<file path="config.mk">
export PLATFORM = sky130hd
export DESIGN_NAME = multicycle_ctrl
export DESIGN_NICKNAME = d
export VERILOG_FILES = /design/src/rtl/multicycle_ctrl.sv
export SDC_FILE = /design/constraint.sdc
export NUM_CORES = 1
export LEC_CHECK = 0
export BUFFER_PORTS_ARGS = -buffer_cell sky130_fd_sc_hd__buf_2
export CORE_MARGIN = 8
export CORE_UTILIZATION = 53
export CTS_BUF_LIST = sky130_fd_sc_hd__clkbuf_4
export DETAILED_ROUTE_END_ITERATION = 8
export HOLD_SLACK_MARGIN = 0.08
export PLACE_DENSITY_LB_ADDON = 0.12
export SYNTH_ARGS = -nofsm -noshare
export SYNTH_HDL_FRONTEND = slang
export SYNTH_SLANG_ARGS = --single-unit
</file>
<file path="constraint.sdc">
create_clock -name clk -period 3.9 [get_ports clk]
set_clock_uncertainty 0.2 [all_clocks]
set_input_delay 1.17 -clock clk [delete_from_list [all_inputs] [get_ports clk]]
set_output_delay 1.17 -clock clk [all_outputs]
set_load 0.03 [all_outputs]
</file>
<file path="src/rtl/multicycle_ctrl.sv">
// Multicycle MIPS-subset control unit: FETCH/DECODE/EXEC/MEM/WB sequencer with
// a registered decode stage, sticky illegal-instruction halt and a retirement counter.
module multicycle_ctrl (
  input  logic        clk,
  input  logic        reset,
  input  logic [5:0]  Op,
  input  logic [5:0]  Fun,
  input  logic        equal,
  input  logic        sign,
  input  logic        mem_ready,
  output logic        PCWr,
  output logic        IRWr,
  output logic        nPC_sel,
  output logic        IorD,
  output logic        MemRd,
  output logic        MemWr,
  output logic        RegWr,
  output logic        RegDst,
  output logic        ExtOp,
  output logic        ALUSrc,
  output logic        MemToReg,
  output logic [2:0]  ALUctr,
  output logic [2:0]  state,
  output logic        illegal,
  output logic [15:0] instr_count
);

  localparam logic [2:0] S_FETCH  = 3'd0;
  localparam logic [2:0] S_DECODE = 3'd1;
  localparam logic [2:0] S_EXEC   = 3'd2;
  localparam logic [2:0] S_MEM    = 3'd3;
  localparam logic [2:0] S_WB     = 3'd4;
  localparam logic [2:0] S_HALT   = 3'd7;

  localparam logic [5:0] OP_RTYPE = 6'b000000;
  localparam logic [5:0] OP_ADDI  = 6'b001000;
  localparam logic [5:0] OP_LW    = 6'b100011;
  localparam logic [5:0] OP_SW    = 6'b101011;
  localparam logic [5:0] OP_BEQ   = 6'b000100;
  localparam logic [5:0] OP_BNE   = 6'b000101;
  localparam logic [5:0] OP_BGTZ  = 6'b000111;

  localparam logic [5:0] F_ADD  = 6'b100000;
  localparam logic [5:0] F_ADDU = 6'b100001;
  localparam logic [5:0] F_SUB  = 6'b100010;
  localparam logic [5:0] F_SUBU = 6'b100011;
  localparam logic [5:0] F_AND  = 6'b100100;
  localparam logic [5:0] F_OR   = 6'b100101;
  localparam logic [5:0] F_SLL  = 6'b000000;
  localparam logic [5:0] F_SLT  = 6'b101010;
  localparam logic [5:0] F_SLTU = 6'b101011;

  logic [2:0]  state_q, state_next;
  logic [5:0]  op_q, fun_q;
  logic        illegal_q;
  logic [15:0] instr_count_q;
  logic        retire;
  logic        is_rtype, is_imm, is_branch, taken;

  function automatic logic legal_instr(input logic [5:0] op, input logic [5:0] fun);
    case (op)
      OP_RTYPE: begin
        case (fun)
          F_ADD, F_ADDU, F_SUB, F_SUBU, F_AND, F_OR, F_SLL, F_SLT, F_SLTU: return 1'b1;
          default: return 1'b0;
        endcase
      end
      OP_ADDI, OP_LW, OP_SW, OP_BEQ, OP_BNE, OP_BGTZ: return 1'b1;
      default: return 1'b0;
    endcase
  endfunction

  function automatic logic [2:0] alu_code(input logic [5:0] op, input logic [5:0] fun);
    case (op)
      OP_RTYPE: begin
        case (fun)
          F_ADD:          return 3'd2;
          F_ADDU:         return 3'd4;
          F_SUB, F_SUBU:  return 3'd6;
          F_AND:          return 3'd0;
          F_OR:           return 3'd1;
          F_SLL:          return 3'd5;
          F_SLT:          return 3'd3;
          F_SLTU:         return 3'd7;
          default:        return 3'd0;
        endcase
      end
      OP_ADDI, OP_LW, OP_SW:     return 3'd2;
      OP_BEQ, OP_BNE, OP_BGTZ:   return 3'd6;
      default:                   return 3'd0;
    endcase
  endfunction

  assign is_rtype  = (op_q == OP_RTYPE);
  assign is_imm    = (op_q == OP_ADDI) || (op_q == OP_LW) || (op_q == OP_SW);
  assign is_branch = (op_q == OP_BEQ) || (op_q == OP_BNE) || (op_q == OP_BGTZ);

  always_comb begin
    taken = 1'b0;
    case (op_q)
      OP_BEQ:  taken = equal;
      OP_BNE:  taken = !equal;
      OP_BGTZ: taken = !(equal | sign);
      default: taken = 1'b0;
    endcase
  end

  // Next-state logic; Op/Fun are only looked at live in DECODE.
  always_comb begin
    state_next = state_q;
    case (state_q)
      S_FETCH:  if (mem_ready) state_next = S_DECODE;
      S_DECODE: state_next = legal_instr(Op, Fun) ? S_EXEC : S_HALT;
      S_EXEC: begin
        if (is_rtype || op_q == OP_ADDI)     state_next = S_WB;
        else if (op_q == OP_LW || op_q == OP_SW) state_next = S_MEM;
        else                                  state_next = S_FETCH;
      end
      S_MEM: begin
        if (mem_ready) state_next = (op_q == OP_LW) ? S_WB : S_FETCH;
      end
      S_WB:     state_next = S_FETCH;
      S_HALT:   state_next = S_HALT;
      default:  state_next = S_FETCH;
    endcase
  end

  assign retire = (state_next == S_FETCH) &&
                  ((state_q == S_EXEC) || (state_q == S_MEM) || (state_q == S_WB));

  always_ff @(posedge clk or posedge reset) begin
    if (reset) begin
      state_q       <= S_FETCH;
      op_q          <= 6'd0;
      fun_q         <= 6'd0;
      illegal_q     <= 1'b0;
      instr_count_q <= 16'd0;
    end else begin
      state_q <= state_next;
      if (state_q == S_DECODE) begin
        op_q  <= Op;
        fun_q <= Fun;
        if (!legal_instr(Op, Fun)) illegal_q <= 1'b1;
      end
      instr_count_q <= instr_count_q + {15'd0, retire};
    end
  end

  // Strobes are forced low while reset is high so a mid-access reset drops them at once.
  always_comb begin
    PCWr     = 1'b0;
    IRWr     = 1'b0;
    nPC_sel  = 1'b0;
    IorD     = 1'b0;
    MemRd    = 1'b0;
    MemWr    = 1'b0;
    RegWr    = 1'b0;
    RegDst   = 1'b0;
    ExtOp    = 1'b0;
    ALUSrc   = 1'b0;
    MemToReg = 1'b0;
    ALUctr   = 3'd0;
    if (!reset) begin
      if ((state_q == S_EXEC) || (state_q == S_MEM) || (state_q == S_WB)) begin
        ALUctr = alu_code(op_q, fun_q);
        RegDst = is_rtype;
        ExtOp  = is_imm;
        ALUSrc = is_imm;
      end
      case (state_q)
        S_FETCH: begin
          MemRd = 1'b1;
          if (mem_ready) begin
            IRWr = 1'b1;
            PCWr = 1'b1;
          end
        end
        S_EXEC: begin
          if (is_branch) begin
            nPC_sel = 1'b1;
            PCWr    = taken;
          end
        end
        S_MEM: begin
          IorD  = 1'b1;
          MemRd = (op_q == OP_LW);
          MemWr = (op_q == OP_SW);
        end
        S_WB: begin
          RegWr    = 1'b1;
          MemToReg = (op_q == OP_LW);
        end
        default: ;
      endcase
    end
  end

  assign state       = state_q;
  assign illegal     = illegal_q;
  assign instr_count = instr_count_q;

endmodule
</file>
==> results of run 1 <==
-- worst max-delay path, cell delays in order --
cell,delay [ps]
buf_2,90
nand2_1,60
nand2_1,50
o21ai_0,150
a31oi_1,100
nor4_1,220
buf_2,250
-- logic make-up (layout without fill, tap and decap cells) --
family | count (synthesis) | after routing | share of synthesized area [%]
and+or+nand+nor | 86 | 86 | 26.4
DFF | 32 | 32 | 45.1
AOI/OAI and AO/OA | 30 | 30 | 10.4
xor gates and xnor gates | 14 | 14 | 6.91
buffers and inverters | 13 | 66 | 3.66
muxes | 9 | 9 | 5.64
adders and majority gates | 3 | 3 | 1.97
-- cells in the mapped netlist, drive strengths merged (2+ instances only) --
library cell and instances:
nand2b 3, and4 2, nor4b 2, nand2 21
o21ai 13, buf 6, nor3 9, dfrtp 32
inv 7, a21oi 5, ha 2, a31oi 4
nor2 18, xor2 3, nor2b 4, nor3b 2
nor4 6, mux2 8, and3 6, nand3 8
xnor2 11
-- final timing paths --
path | startpoint | depth (start not counted) | endpoint | slack, ps
setup reg to reg | op_q[0] | 11 | instr_count[10] | 1130
hold reg to reg | instr_count[15] | 1 | instr_count[15] | 280
setup / recovery | sign | 7 | PCWr | 440
min in group asynchronous | reset | 3 | op_q[1] | 810
max in group asynchronous | reset | 3 | fun_q[2] | 2400
hold / removal | instr_count[15] | 1 | instr_count[15] | 280
-- flip-flops by register name, summed over array words and instances, names as in the netlist --
signal	cells
op_q	6
illegal	1
instr_count	16
state	3
fun_q	6
-- metal layers --
layer | GRT usage (%) | wire length (µm) | vias up | share of wire [%]
li1 | - | - | 771 | -
met1 | 18.8 | 1850 | 748 | 43
met2 | 30.1 | 2140 | 48 | 49
met3 | 5.05 | 318 | 4 | 7.3
met4 | 8.20 | 31 | 0 | 0.71
met5 | 0 | 0 | - | 0
-- cell type report --
class	instances	area, µm²	share of cell area, %
Clock buffer	6	45.0	2.10
Clock inverter	2	35.0	1.64
Inverter	7	30.0	1.40
Multi-Input combinational cell	142	916	42.8
Sequential cell	32	801	37.4
Tap cell	46	57.6	2.69
Timing Repair Buffer	51	258	12.0
-- metrics by stage --
step / util, % / instance area, µm² / instances
2_1_floorplan: - / 1790 / 187
3_3_place_gp: 62.8 / 2060 / 278
3_5_place_dp: 62.8 / 2060 / 278
4_1_cts: 65.2 / 2140 / 286
5_1_grt: 65.2 / 2140 / 286
6_report: 65.2 / 2140 / 286
-- power groups by stage --
stage | registers [mW] | logic, mW | clock network (mW)
6_report | 0.617 | 0.583 | 0.255
5_1_grt | 0.644 | 0.642 | 0.277
4_1_cts | 0.615 | 0.586 | 0.262
3_5_place_dp | 0.621 | 0.582 | 0
3_3_place_gp | 0.609 | 0.564 | 0
2_1_floorplan | 0.623 | 0.426 | 0
==> results.toml, run 1 <==
[place]
hpwlAfterDp_um = 3300
place_ws_ps = 422
finalWeightedCongestion = 0.828
io_buffer_count = 50

[sta]
setup_slack_ps = 436
tightest_slew_ps = 479
whs_ps = 275
fin_crit_sh_pct = 88.8
hold_viol = 0
drv_slew = 0
setup_violations = 0
finalCriticalPeriod_ps = 3460
rsz0062_at_grt = "false"
setup_tns_ps = 0
fmax_mhz = 289
max_slew_margin_pct = 68.1

[floorplanning]
start_util_pct = 54.1
ios = 51
rows = 21
chipHeight_um = 73.9
die_x_um = 73.9
die_area_um2 = 5460
core_area_um2 = 3280

[logic_synthesis]
synth_cells = 187
synth_top_area_share_pct = 45.1
syn_area_um2 = 1780
yosysSeqAreaShare_pct = 45.1
yosysTopAreaCell = "dfrtp_1"
synth_edf_count = 0
synth.area.top_cells = "dfrtp_1 (45%), xnor2_1 (5.4%), mux2_2 (5.1%), nand2_1 (4.4%), nor2_1 (3.6%)"
syn-num-nets = 206
synth_ff_type = "dfrtp_1"
synth_seq_cells = 32
synth_cell_types = 42
postSynthAreaPerCell_um2 = 9.49
synthArstFlopShare_pct = 100
yosysWarnings = 0

[clock_network]
htreeDepth = 2
cts_tree = "done"
cts_resized = 0
hold_buffers = 0
cts_root_buffer = "clkbuf_4"
postCtsSetupRepairBufs = 0
cts_made_buffers = 5
cts_num_sinks = 32
cts_max_path_buffers = 2
clk_pin_slew_ps = 100
clk_latency_ps = 330

[critical_path]
path_max_fanout = 1
worstSetupStartpointType = "input port"
crit_type = "in -> out"
crit_path_end_kind = "output pin"
cp_data_arrival_time_ps = 2090
worstPathRequired_ps = 2530

[pwr]
p_per_area_nw_per_um2 = 679
p_leak_nw = 1.02
power.total_mw = 1.45
intPower_mw = 0.817
switchingPower_mw = 0.637
seqPwrFrac_pct = 42.4
pwr-share-comb_pct = 40.1
swShare_pct = 43.8
clock_power_share_pct = 17.5
vdd_drop_max_v = 0.000368

[global_routing]
grt_usage_pct = 17.3
grt_pass1_vias = 1587
grt_first_pass_wirelength_um = 7280
grt_max_degree = 33
grt-ovfl-total = 0
antenna_found_initial = 0

[outcome]
status = "completed"

[final_layout]
num_antenna_cells = 0
final_common_cell = "buf_2"
syn2layout_area_growth_pct = 20.6
drive_gt1_share_pct = 30.8
layout_common_cells = "buf_2 (50), dfrtp_1 (32), nand2_1 (21), nor2_1 (17), o21ai_0 (12)"
fillers = 292
fin_nets = 258

[hold_path]
hold_path.class = "reg -> reg"

[route]
vias_per_cell = 5.49
routed_wl_um = 4340
ant_nets = 0
drt_iter0_markers = 97
dr.pass1.iters = 4
drc = 0
vias = 1571
wl_per_cell_um = 15.2

[flow_run]
cap_violations = 0
No activity file was read; power rests on OpenSTA's default activity.
==> run 2, diff against run 1 <==
--- a/config.mk
+++ b/config.mk
@@ -7,7 +7,7 @@
 export LEC_CHECK = 0
 export BUFFER_PORTS_ARGS = -buffer_cell sky130_fd_sc_hd__buf_2
 export CORE_MARGIN = 8
-export CORE_UTILIZATION = 53
+export CORE_UTILIZATION = 40
 export CTS_BUF_LIST = sky130_fd_sc_hd__clkbuf_4
 export DETAILED_ROUTE_END_ITERATION = 8
 export HOLD_SLACK_MARGIN = 0.08
==> results.toml, run 2 (same netlist as run 1, synthesis figures left out) <==
[outcome]
status = "completed"

[sta]
fin_crit_sh_pct = 88.0
hold_viol = 0
tightest_slew_ps = 475
finalCriticalPeriod_ps = 3430
drv_slew = 0
whs_ps = 278
setup_slack_ps = 470
setup_tns_ps = 0
setup_violations = 0
max_slew_margin_pct = 68.3
fmax_mhz = 292
rsz0062_at_grt = "false"

[critical_path]
cp_data_arrival_time_ps = 2060
worstPathRequired_ps = 2530
path_max_fanout = 1
crit_path_end_kind = "output pin"
crit_type = "in -> out"
worstSetupStartpointType = "input port"
reg2reg_slack_ps = 1160

[place]
place_ws_ps = 473
io_buffer_count = 50
finalWeightedCongestion = 0.851
postPlaceCellArea_um2 = 2070
hpwlAfterDp_um = 3150

[route]
vias_per_cell = 5.15
drt_iter0_markers = 38
ant_nets = 0
dr.pass1.iters = 4
routed_wl_um = 4080
wl_per_cell_um = 14.0
vias = 1504
drc = 0

[global_routing]
grt_max_degree = 33
grt_pass1_vias = 1495
grt-ovfl-total = 0
grt_first_pass_wirelength_um = 6890
antenna_found_initial = 0
grt_usage_pct = 12.9

[clock_network]
cts_num_sinks = 32
cts_max_path_buffers = 2
htreeDepth = 2
postCtsSetupRepairBufs = 0
clk_pin_slew_ps = 90
clk_latency_ps = 320
hold_buffers = 0
cts_tree = "done"
cts_resized = 0
cts_made_buffers = 5
cts_root_buffer = "clkbuf_4"

[final_layout]
fin_nets = 258
syn2layout_area_growth_pct = 19.7
final_common_cell = "buf_2"
layout_common_cells = "buf_2 (50), dfrtp_1 (32), nand2_1 (21), nor2_1 (17), o21ai_0 (12)"
drive_gt1_share_pct = 30.4
final_area_um2 = 2130
largest_reg_flops = 16
num_antenna_cells = 0

[floorplanning]
start_util_pct = 41.1
die_area_um2 = 6830
core_area_um2 = 4320
chipHeight_um = 82.6
rows = 24
die_x_um = 82.6
ios = 51

[flow_run]
cap_violations = 0

[pwr]
power.total_mw = 1.36
intPower_mw = 0.749
clock_power_share_pct = 13.4
pwr-share-comb_pct = 41.7
seqPwrFrac_pct = 44.9
swShare_pct = 45.1
vdd_drop_max_v = 0.000241
p_leak_nw = 1.01
switchingPower_mw = 0.615
p_per_area_nw_per_um2 = 642

[hold_path]
hold_path.class = "reg -> reg"
==> run 2: cell types whose count changed in the layout (fill, tap and decap cells not counted) <==
cell and delta:
bufinv_16 -1, clkinv_2 -1, clkinvlp_4 +1, clkinv_1 +1
==> run 2: layout make-up <==
class | instances | area, µm²
Clock inverter | 2 | 11.3
Timing Repair Buffer | 51 | 258
Clock buffer | 6 | 45.0
Inverter | 7 | 30.0
Fill cell | 451 | 2200
Multi-Input combinational cell | 142 | 916
Tap cell | 52 | 65.1
Sequential cell | 32 | 801
==> run 2: worst paths after layout <==
path / start / to / cells past startpoint
max in group asynchronous: reset / instr_count[15] / 3
max: sign / PCWr / 7
min reg2reg: instr_count[15] / instr_count[15] / 1
min in group asynchronous: reset / instr_count[14] / 3
max reg2reg: op_q[0] / instr_count[13] / 10
min: instr_count[15] / instr_count[15] / 1
==> run 2: layer usage <==
metal / share of wire [%] / GRT usage, %
met1: 47 / 16.8
met3: 8.4 / 4.22
met2: 44 / 19.9
met5: 0 / 0
met4: 1.1 / 3.62
==> run 2: worst max-delay path, stage by stage <==
cell and delay [ps]:
buf_2 100, nand2_1 50, nand2_1 40, o21ai_0 190
a31oi_1 100, nor4_1 160, buf_2 240
==> run 2: through the flow <==
stage	utilization (%)	std cells
finish	49.2	292
global route	49.2	292
CTS	49.2	292
detailed placement	47.9	284
global placement	47.9	284
floorplan	-	187
==> run 2: power by group through the flow <==
stage / logic (mW) / registers [mW] / clock network [mW]
CTS: 0.577 / 0.615 / 0.189
detailed placement: 0.575 / 0.621 / 0
global placement: 0.570 / 0.625 / 0
finish: 0.569 / 0.613 / 0.183
global route: 0.637 / 0.640 / 0.211
floorplan: 0.426 / 0.623 / 0
